<file path="src/rtl/demux_32bit_reg.sv">
// demux_32bit_reg: registered 1-to-2 demux with a one-entry buffer per lane.
// Define DEMUX_COUNT_EN to add per-lane output transfer counters cnt1/cnt2.
module demux_32bit_reg #(
  parameter int WIDTH = 32
) (
  input  logic             clk,
  input  logic             reset,
  input  logic             in_valid,
  output logic             in_ready,
  input  logic [WIDTH-1:0] inp,
  input  logic             select,
  output logic             out1_valid,
  input  logic             out1_ready,
  output logic [WIDTH-1:0] out1,
  output logic             out2_valid,
  input  logic             out2_ready,
  output logic [WIDTH-1:0] out2
`ifdef DEMUX_COUNT_EN
  ,
  output logic [15:0]      cnt1,
  output logic [15:0]      cnt2
`endif
);

  typedef enum logic {
    EMPTY = 1'b0,
    FULL  = 1'b1
  } lane_t;

  lane_t            st1_q, st1_d;
  lane_t            st2_q, st2_d;
  logic [WIDTH-1:0] d1_q, d2_q;
  logic             drain1, drain2;
  logic             room1, room2;
  logic             acc, wr1, wr2;

  assign out1_valid = (st1_q == FULL);
  assign out2_valid = (st2_q == FULL);
  assign out1       = d1_q;
  assign out2       = d2_q;

  assign drain1 = out1_valid & out1_ready;
  assign drain2 = out2_valid & out2_ready;

  // A full lane can take a new word in the same cycle it drains.
  assign room1 = !out1_valid | drain1;
  assign room2 = !out2_valid | drain2;

  assign in_ready = !reset & (select ? room2 : room1);

  assign acc = in_valid & in_ready;
  assign wr1 = acc & !select;
  assign wr2 = acc & select;

  always_comb begin
    st1_d = st1_q;
    unique case (st1_q)
      EMPTY: if (wr1) st1_d = FULL;
      FULL:  if (drain1 && !wr1) st1_d = EMPTY;
    endcase
  end

  always_comb begin
    st2_d = st2_q;
    unique case (st2_q)
      EMPTY: if (wr2) st2_d = FULL;
      FULL:  if (drain2 && !wr2) st2_d = EMPTY;
    endcase
  end

  always_ff @(posedge clk) begin
    if (reset) begin
      st1_q <= EMPTY;
      st2_q <= EMPTY;
      d1_q  <= '0;
      d2_q  <= '0;
    end else begin
      st1_q <= st1_d;
      st2_q <= st2_d;
      if (wr1) d1_q <= inp;
      if (wr2) d2_q <= inp;
    end
  end

`ifdef DEMUX_COUNT_EN
  always_ff @(posedge clk) begin
    if (reset) begin
      cnt1 <= '0;
      cnt2 <= '0;
    end else begin
      if (drain1) cnt1 <= cnt1 + 16'd1;
      if (drain2) cnt2 <= cnt2 + 16'd1;
    end
  end
`endif

endmodule
</file>
<file path="config.mk">
export PLATFORM = sky130hd
export DESIGN_NAME = demux_32bit_reg
export DESIGN_NICKNAME = d
export VERILOG_FILES = /design/src/rtl/demux_32bit_reg.sv
export SDC_FILE = /design/constraint.sdc
export NUM_CORES = 1
export LEC_CHECK = 0
export ABC_AREA = 1
export BUFFER_PORTS_ARGS = -buffer_cell sky130_fd_sc_hd__buf_2
export CAP_MARGIN = 10
export CORE_MARGIN = 2
export CORE_UTILIZATION = 40
export DETAILED_ROUTE_END_ITERATION = 10
export GPL_TIMING_DRIVEN = 0
export PLACE_DENSITY = 0.78
export SLEW_MARGIN = 20
export SYNTH_ARGS = -nofsm -noshare
export SYNTH_HDL_FRONTEND = slang
export SYNTH_SLANG_ARGS = --single-unit
</file>
<file path="constraint.sdc">
create_clock -name clk -period 3.2 [get_ports clk]
set_clock_uncertainty 0.15 [all_clocks]
set_input_delay 0.32 -clock clk [delete_from_list [all_inputs] [get_ports clk]]
set_output_delay 0.32 -clock clk [all_outputs]
set_load 0.02 [all_outputs]
</file>
==> flow_summary_export.csv <==
group,metric,value,unit
final_layout,fin_nets,518,
logic_synthesis,yosysMostFrequentCell,"nor2_1",
global_routing,grt_max_degree,11,
detailed_routing,drt_iter0_markers,110,
pwr,p_total,1820,uW
detailed_routing,drc,0,
timing,hold_viol,0,
timing,fin_setup_tns,0,ns
logic_synthesis,synth_edf_count,0,
detailed_routing,drt-wirelength-per-cell,12.1,um
timing,fmax,0.510,GHz
logic_synthesis,synth_largest_area_cell,"dfxtp_1",
placement,routabilityCongestion,0.826,
hold_path,min_to,"out2_valid",
detailed_routing,dr.pass1.iters,4,
global_routing,antenna_found_initial,0,
logic_synthesis,synth_compound_area_frac,0.0629,
logic_synthesis,syn_area_per_cell,7.15,um2
critical_path,cp-end-kind,"output port",
critical_path,required,2.73,ns
cts,cts_made_buffers,9,
detailed_routing,ant_nets,0,
timing,maxSlewHeadroom,0.690,
logic_synthesis,synth_top_family_by_area,"simple AND/OR/NAND/NOR gates",
timing,grt_setup_unrepaired,"no",
critical_path,r2r_start,"out2_valid",
pwr,p_int,1340,uW
critical_path,worstPathMaxFanout,10,
cts,post_cts_resized,0,
timing,finalSetupViolations,0,
logic_synthesis,ys.flop_type,"dfxtp_1",
cts,root_buffer,"clkbuf_8",
die,rows,29,
final_layout,layout-drive-gt1-share,0.272,
cts,cts.sink_count,66,
cts,cts_setup_buffers,0,
timing,slew_viol_final,0,
detailed_routing,vias_per_cell,4.65,
logic_synthesis,syn_nets,405,
detailed_routing,vias,2616,
flow_run,maxCapViolations,0,
pwr,clockPowerShare,0.384,
critical_path,reg2reg_slack,1.71,ns
pwr,combPwrFrac,0.135,
global_routing,grt_pass1_wl,11500,um
pwr,p_per_area,530,mW/mm2
hold_path,min_path_type,"in2reg",
critical_path,r2r_end,"out2[28]",
critical_path,crit_type,"reg2out",
placement,portBuffers,102,
pwr,power_frac_seq,0.481,
logic_synthesis,yosys.area.top_type_share,0.503,
critical_path,arrival,1.49,ns
die,core_area,0.00635,mm2
cts,insertion_delay,0.34,ns
logic_synthesis,synth_adder_area_share,0,
final_layout,layoutNonFillerInstCount,562,
die,die_w,85.0,um
global_routing,grt_overflow,0,
timing,period_needed,1.96,ns
logic_synthesis,ys_seq_area_frac,0.503,
logic_synthesis,netlist_instances,367,
pwr,vdd_drop_max,344,uV
placement,dp.cells,546,
global_routing,grt_pass1_vias,2535,
logic_synthesis,synth.cell_area,0.00263,mm2
critical_path,reg2regPathDepth,7,
final_layout,antenna_cells,0,
logic_synthesis,synth-simple-area-share,0.329,
logic_synthesis,yosys-mux-area-fraction,0,
placement,place_hpwl,5170,um
cts,clockBufferDepth,2,
critical_path,critPathLaunchType,"register",
die,fp.dieH,85.0,um
logic_synthesis,synth.distinct_cells,14,
hold_path,whs_path_depth,2,
timing,worst_pin_slew,0.465,ns
logic_synthesis,synth-xor-area-share,0,
hold_path,min_from,"reset",
logic_synthesis,ys_ff_latch,66,
die,io_pins,105,
cts,postCtsHoldBufs,0,
status,status,"finished clean",
final_layout,area_growth,30.6,%
logic_synthesis,synthTopCellsByCount,"131 x nor2_1, 66 x dfxtp_1, 35 x inv_1, 35 x nand2_1, 34 x nand4_1",
cts,htreeDepth,3,
detailed_routing,wirelength,6800,um
logic_synthesis,synth_area_leaders,"dfxtp_1 50%, nor2_1 19%, nand4_1 8.1%, a21oi_1 6.3%, inv_1 5.0%",
logic_synthesis,ys_warn_count,0,
pwr,p_switching,474,uW
global_routing,track_usage,0.199,
die,dieArea,0.00723,mm2
timing,period_share,0.613,
pwr,p_leak,0.00182,uW
die,start_util,0.413,
cts,cts_tree,"yes",
cts,clk_pin_slew,0.06,ns
pwr,switching_share,0.261,
logic_synthesis,async_flop_share,0,
==> power by group through the flow <==
stage | logic, uW | registers (uW) | clock network [uW]
after detailed placement | 247 | 892 | 0
after floorplan | 115 | 935 | 0
final | 246 | 873 | 698
after CTS | 248 | 874 | 713
after global routing | 275 | 877 | 760
after global placement | 243 | 891 | 0
==> critical path: stages, from the launching register on <==
cell	delay, ns
dfxtp_1	0.32
nand3_1	0.10
nand2_1	0.07
nor2_2	0.22
buf_2	0.26
buf_2	0.19
==> per-stage QoR <==
stage | util | instance area [um2] | hold slack [ns] | worst slack (ns)
finish | 0.540 | 3430 | 0.116 | 1.24
detailed placement | 0.509 | 3230 | 0.317 | 1.33
floorplan | - | 2630 | 0.367 | 1.71
global placement | 0.509 | 3230 | 0.310 | 1.35
global route | 0.540 | 3430 | 0.118 | 1.09
CTS | 0.540 | 3430 | 0.113 | 1.21
==> layout by cell type (no fill, tap or decap), drive strengths merged <==
cell type  count
a21oi         33
buf          119
bufinv         1
clkbuf        24
clkinv         1
dfxtp         66
inv           37
nand2         35
nand3          2
nand4         34
nor2         133
==> final cells by class <==
class / instances / area (um2)
timing repair buffer: 102 / 510
fill: 632 / 2920
buffer: 27 / 136
clock inverter: 2 / 35.0
inverter: 37 / 139
multi-input combinational: 237 / 1030
clock buffer: 14 / 163
sequential: 66 / 1320
tap: 77 / 96.3
==> per-layer routing <==
layer  wire (um)  GRT usage  part of all wire
met5           0          0                 0
met4         102     0.0678             0.015
met3         525     0.0730             0.077
met2        3120      0.329              0.46
met1        3060      0.239              0.45
==> flip-flops by register name, indices dropped and copies added (netlist names) <==
signal and count:
out1 32, out2_valid 1, out1_valid 1, out2 32
==> cell families after synthesis <==
group | Yosys count
buffers and inverters | 64
and+or+nand+nor | 204
AOI/OAI and AO/OA | 33
DFF | 66
==> worst max-delay path by stage <==
| stage | from | to | slack (ns) | cells after the start |
|---|---|---|---|---|
| after CTS | out2_valid | in_ready | 1.21 | 5 |
| after global placement | reset | in_ready | 1.35 | 6 |
| after detailed placement | reset | in_ready | 1.33 | 6 |
| after floorplan | reset | in_ready | 1.71 | 5 |
| final | out2_valid | in_ready | 1.24 | 5 |
| after global routing | out1_valid | in_ready | 1.09 | 5 |
No activity file was read; power rests on OpenSTA's default activity.
